==> src/rtl/borsa_pkg.sv <==
// Shared widths, FSM state codes and LFSR step function for the encrypted decision sender.
package borsa_pkg;

    localparam int KARAR_W   = 10;
    localparam int ANAHTAR_W = 16;
    localparam int KAGIT_W   = 64;
    localparam int SIFRE_W   = 64;
    localparam int CARPIM_W  = KARAR_W + ANAHTAR_W;

    typedef logic [1:0] durum_t;
    localparam durum_t BOS    = 2'd0;
    localparam durum_t CARP   = 2'd1;
    localparam durum_t GONDER = 2'd2;

    // Taps 0,2,3,5 shifted in at the top; a nonzero state never maps to zero.
    function automatic logic [ANAHTAR_W-1:0] lfsr_sonraki(input logic [ANAHTAR_W-1:0] s);
        logic b;
        b = s[0] ^ s[2] ^ s[3] ^ s[5];
        return {b, s[ANAHTAR_W-1:1]};
    endfunction

endpackage

==> src/rtl/borsa_anahtar_lfsr.sv <==
// Seeded 16-bit key LFSR; advances only when adim_en is high, a zero seed is forced to 1.
module borsa_anahtar_lfsr
    import borsa_pkg::*;
#(
    parameter logic [ANAHTAR_W-1:0] ANAHTAR_TOHUM = 16'hACE1
) (
    input  logic                 clk,
    input  logic                 rst_n,
    input  logic                 adim_en,
    output logic [ANAHTAR_W-1:0] deger
);

    localparam logic [ANAHTAR_W-1:0] TOHUM =
        (ANAHTAR_TOHUM == '0) ? 16'h0001 : ANAHTAR_TOHUM;

    logic [ANAHTAR_W-1:0] durum_q, durum_d;

    always_comb begin
        durum_d = durum_q;
        if (adim_en) begin
            durum_d = lfsr_sonraki(durum_q);
        end
    end

    always_ff @(posedge clk or negedge rst_n) begin
        if (!rst_n) begin
            durum_q <= TOHUM;
        end else begin
            durum_q <= durum_d;
        end
    end

    assign deger = durum_q;

endmodule

==> src/rtl/borsa_sifre_verici.sv <==
// Encrypts one decision per transaction as karar_no * key (10-cycle shift-add), then holds it for a valid/ready send.
// Optional SIFRE_GURULTU_EN adds key>>1 noise to the encrypted word.
module borsa_sifre_verici
    import borsa_pkg::*;
#(
    parameter logic [ANAHTAR_W-1:0] ANAHTAR_TOHUM = 16'hACE1
) (
    input  logic                 clk,
    input  logic                 rst_n,
    input  logic                 giris_gecerli,
    output logic                 giris_hazir,
    input  logic [KARAR_W-1:0]   karar_no,
    input  logic [KAGIT_W-1:0]   kagit_sayisi,
    output logic                 cikis_gecerli,
    input  logic                 cikis_hazir,
    output logic [SIFRE_W-1:0]   sifre_cikisi,
    output logic [ANAHTAR_W-1:0] sifre_anahtari,
    output logic [KAGIT_W-1:0]   kagit_sayisi_cikis
);

    localparam logic [3:0] SON_ADIM = 4'(KARAR_W - 1);

    durum_t               durum_q, durum_d;
    logic [3:0]           sayac_q, sayac_d;
    logic [KARAR_W-1:0]   karar_q, karar_d;
    logic [ANAHTAR_W-1:0] anahtar_q, anahtar_d;
    logic [KAGIT_W-1:0]   kagit_q, kagit_d;
    logic [CARPIM_W-1:0]  acc_q, acc_d;
    logic [SIFRE_W-1:0]   sifre_q, sifre_d;
    logic [ANAHTAR_W-1:0] lfsr_deger;
    logic                 lfsr_adim;

    borsa_anahtar_lfsr #(
        .ANAHTAR_TOHUM (ANAHTAR_TOHUM)
    ) u_lfsr (
        .clk     (clk),
        .rst_n   (rst_n),
        .adim_en (lfsr_adim),
        .deger   (lfsr_deger)
    );

    always_comb begin
        durum_d   = durum_q;
        sayac_d   = sayac_q;
        karar_d   = karar_q;
        anahtar_d = anahtar_q;
        kagit_d   = kagit_q;
        acc_d     = acc_q;
        sifre_d   = sifre_q;
        lfsr_adim = 1'b0;
        case (durum_q)
            BOS: begin
                if (giris_gecerli) begin
                    karar_d   = karar_no;
                    kagit_d   = kagit_sayisi;
                    anahtar_d = lfsr_deger;
                    lfsr_adim = 1'b1;
                    acc_d     = '0;
                    sayac_d   = '0;
                    durum_d   = CARP;
                end
            end
            CARP: begin
                if (karar_q[sayac_q]) begin
                    acc_d = acc_q + (CARPIM_W'(anahtar_q) << sayac_q);
                end
                sayac_d = sayac_q + 4'd1;
                if (sayac_q == SON_ADIM) begin
                    durum_d = GONDER;
`ifdef SIFRE_GURULTU_EN
                    // Noise stays below the key, so word / key still yields karar_no.
                    sifre_d = SIFRE_W'(acc_d) + SIFRE_W'(anahtar_q >> 1);
`else
                    sifre_d = SIFRE_W'(acc_d);
`endif
                end
            end
            GONDER: begin
                if (cikis_hazir) begin
                    durum_d = BOS;
                end
            end
            default: durum_d = BOS;
        endcase
    end

    always_ff @(posedge clk or negedge rst_n) begin
        if (!rst_n) begin
            durum_q   <= BOS;
            sayac_q   <= '0;
            karar_q   <= '0;
            anahtar_q <= '0;
            kagit_q   <= '0;
            acc_q     <= '0;
            sifre_q   <= '0;
        end else begin
            durum_q   <= durum_d;
            sayac_q   <= sayac_d;
            karar_q   <= karar_d;
            anahtar_q <= anahtar_d;
            kagit_q   <= kagit_d;
            acc_q     <= acc_d;
            sifre_q   <= sifre_d;
        end
    end

    assign giris_hazir        = (durum_q == BOS);
    assign cikis_gecerli      = (durum_q == GONDER);
    assign sifre_cikisi       = sifre_q;
    assign sifre_anahtari     = anahtar_q;
    assign kagit_sayisi_cikis = kagit_q;

endmodule

==> config.mk <==
export PLATFORM = sky130hd
export DESIGN_NAME = borsa_sifre_verici
export DESIGN_NICKNAME = d
export VERILOG_FILES = /design/src/rtl/borsa_pkg.sv /design/src/rtl/borsa_anahtar_lfsr.sv /design/src/rtl/borsa_sifre_verici.sv
export SDC_FILE = /design/constraint.sdc
export NUM_CORES = 1
export LEC_CHECK = 0
export ABC_AREA = 1
export CAP_MARGIN = 0
export CELL_PAD_IN_SITES_DETAIL_PLACEMENT = 1
export CELL_PAD_IN_SITES_GLOBAL_PLACEMENT = 2
export CORE_MARGIN = 3
export CORE_UTILIZATION = 28
export DETAILED_ROUTE_END_ITERATION = 7
export HOLD_SLACK_MARGIN = 0.15
export PLACE_DENSITY_LB_ADDON = 0.1
export SLEW_MARGIN = 30
export SYNTH_ARGS = -nofsm -noshare
export SYNTH_HDL_FRONTEND = slang
export SYNTH_HIERARCHICAL = 1
export SYNTH_SLANG_ARGS = --single-unit
==> constraint.sdc <==
create_clock -name clk -period 3 [get_ports clk]
set_input_delay 0.6 -clock clk [delete_from_list [all_inputs] [get_ports clk]]
set_output_delay 0.6 -clock clk [all_outputs]
set_load 0.005 [all_outputs]
==> flow_summary.ini <==
[sta]
drv_slew = 0
maxSlewHeadroom_pct = 55.6
period_share_pct = 95.9
timing.setup.tns_ns = 0
worstMarginPinSlew_ns = 0.667
period_needed_ns = 2.88
max_freq_mhz = 348
finClkSkew_ns = 0.00962
hold_viol = 0
rsz0062_at_grt = true
finalSetupViolCount = 0

[drt]
drt_iter0_drc = 379
ant_nets = 0
dr.pass1.iters = 4
wl_mm = 34.5
drc = 0
viasPerCell = 4.51
avgRoutedWirePerCell_um = 16.7
vias = 9318

[min_path]
hp-class = reg -> reg
whs_endpoint = u_lfsr/deger[10]
min_path_cells = 2
hp-start = u_lfsr/deger[10]

[yosys]
ys_ff_latch = 164
yosysWarnings = 6
synthFlopType = dfrtp_1
ys_seq_area_share_pct = 43.7
synth_top_area_cell = dfrtp_1
avgSynthCellArea_um2 = 7.14
yosys-top-cells-area = dfrtp_1, nand2_1, nand3_1
syn_inst = 1318
async_flop_share_pct = 100
synth_common_cells = nand2_1, dfrtp_1, inv_1, nand3_1, o21ai_0
synth_most_common_cell = nand2_1
synth_edf_count = 0
synth_area_um2 = 9410
yosysTopAreaCellShare_pct = 41.5
yosysUniqueCellTypes = 42

[cts]
cts-root-buf = clkbuf_16
path_clk_slew_ns = 0.07
cts_tree = built
clock_latency_ns = 0.45
cts_buffers = 17
cts_sinks = 164
htree_levels = 4
clockBufferDepth = 2

[setup_path]
r2r_slack_ns = 0.12
ff2ff_path_depth = 17
r2r_end = sifre_cikisi[21]
slowest_stage = dfrtp_2
cp_common_cell = nand2_1
cp.arrival_ns = 3.22
path_max_fanout = 7
path_class = reg -> reg
reg2reg_from = sayac_q[0]
crit_start = sayac_q[0]
path_delay_family = compound AO/OA/AOI/OAI gates
cp.depth = 17
cp.required_ns = 3.34
cp_num_buf_inv = 5
max_stage_delay_ns = 0.49
critPathLaunchType = flip-flop
end_kind = flip-flop
crit_chain = buf_6 > buf_4 > nand2_1 > inv_1 > o21ai_2 > buf_4 > buf_4 > o22ai_2 > ha_1 > a21oi_1 > nand2_1 > a21oi_1 > nand3_1 > nand2_1 > nand3_1 > nand3_1 > nand2_1

[floorplanning]
fp.coreArea_um2 = 32900
dieArea_um2 = 35800
fp.dieH_um = 189
die_x_um = 189
initial_core_util_pct = 28.6
ios = 224
fp-row-count = 66

[cells_and_area]
fin_nets = 1715
antenna_cells = 0
nFillCells = 4013
drive_above_1_share_pct = 24.7
syn2layout_area_growth_pct = 50.5

[global_route]
antenna_found_initial = 1
overflow = 0
grt_pass1_wl_mm = 53.8
grt_max_degree = 112
grt_pass1_vias = 9910
track_usage_pct = 19.0

[power]
power_density_nw_per_um2 = 1340
p_comb_share_pct = 66.1
p_clk_share_pct = 12.6
p_sw_share_pct = 45.5
power_switching_mw = 8.62
pwr-share-seq_pct = 21.3
ir_worst_vdd_mv = 0.500
p_int_mw = 10.3
finalPower_mw = 19.0
p_leak_nw = 6.96

[placement]
dp_hpwl_mm = 25.3
globalplace.congestion = 0.823
io_buffers = 185

[job]
cap_violations = 0

[status]
status = completed
==> logic make-up after synthesis <==
logic type | count (synthesis) | share of synthesized area [%]
AOI/OAI and AO/OA | 124 | 7.16
xor gates and xnor gates | 7 | 0.652
adders and majority gates | 28 | 3.80
buffers and inverters | 185 | 9.84
DFF | 164 | 43.7
muxes | 3 | 0.319
other | 1 | 0.0399
and+or+nand+nor | 806 | 34.5
==> registers in the layout (all words and copies together), names as in the netlist <==
register / count
kagit_sayisi_cikis: 64
acc_q: 26
sifre_cikisi: 26
sifre_anahtari: 16
u_lfsr/deger: 16
karar_q: 10
sayac_q: 4
durum_q: 2
==> power by group through the flow <==
stage	clock network [mW]	registers, mW	logic (mW)
6_report	2.40	4.03	12.5
5_1_grt	2.57	4.19	13.9
4_1_cts	2.47	4.00	10.7
3_5_place_dp	0	4.00	10.1
3_3_place_gp	0	3.98	9.90
2_1_floorplan	0	3.88	5.29
==> per-stage QoR <==
stage               worst slack, ns  hold slack, ns  area (µm²)  instances  util (%)
floorplan                     0.249           0.304        9550       1355         -
global placement             -0.269           0.460       12300       2011      37.5
detailed placement           -0.287           0.465       12400       2012      37.6
CTS                         0.00210           0.477       13300       2055      40.4
global route                 -0.110           0.503       14200       2064      43.1
finish                        0.123           0.473       14200       2064      43.1
==> worst min-delay path, cell delays in order (launching register included) <==
cell and delay [ns]:
dfstp_2 0.38, nand2_1 0.05, nand2_1 0.04
==> metal layers <==
metal	global-route usage, %	vias to the layer above	routed length (µm)
li1	-	4642	-
met1	23.3	4472	14700
met2	33.1	172	17200
met3	5.87	30	2020
met4	4.09	2	526
met5	0	-	9
==> cell type report <==
type                    count  area [µm²]  share of cell area, %
repair buffers            321        2990                   21.1
flip-flops and latches    164        4120                   29.1
multi-input cells        1006        5490                   38.8
clock inverters            14         185                   1.31
clock buffers              18         439                   3.10
repair inverters            1        6.26                 0.0442
well taps                 442         553                   3.91
inverters                  98         377                   2.66
==> timing repair <==
action,in CTS,in global routing
gates resized for setup,65,228
hold buffers,1,0
cloned,0,2
setup endpoints to repair,40,41
endpoints found under the hold margin,43,0
pin swaps,12,90
setup buffers,10,9
==> worst max path at each step <==
| stage | endpoint | slack, ns |
|---|---|---|
| detailed placement | sifre_cikisi[17] | -0.29 |
| global placement | sifre_cikisi[13] | -0.27 |
| floorplan | acc_q[9] | 0.25 |
| global route | acc_q[11] | -0.11 |
| CTS | sifre_cikisi[19] | 0.002 |
| finish | sifre_cikisi[21] | 0.12 |
==> cells in the final DEF, fill, tap and decap left out, types with 3 or more instances in the layout <==
cell,synthesis,layout
a21oi_1,24,8
a21oi_2,0,13
a21oi_4,0,3
buf_12,0,6
buf_4,40,119
buf_6,7,11
bufinv_16,0,3
clkbuf_16,0,17
clkdlybuf4s50_1,0,184
clkinv_2,0,3
conb_1,1,38
dfrtp_1,156,155
dfstp_2,8,8
ha_1,27,10
ha_4,0,15
inv_1,91,82
inv_2,5,12
inv_6,0,4
inv_8,0,3
nand2_1,642,575
nand2_2,0,56
nand2_4,0,11
nand3_1,77,53
nand3_2,2,23
nand3_4,1,4
nand3b_1,4,4
nand4_1,10,10
nor2_1,50,23
nor2_2,2,21
nor2_4,1,9
o21ai_0,57,20
o21ai_1,18,22
o21ai_2,3,35
o22ai_1,9,6
o22ai_2,0,3
or2_1,10,10
xnor2_1,3,3
xor2_1,4,3
(Power assumes the default switching activity.)
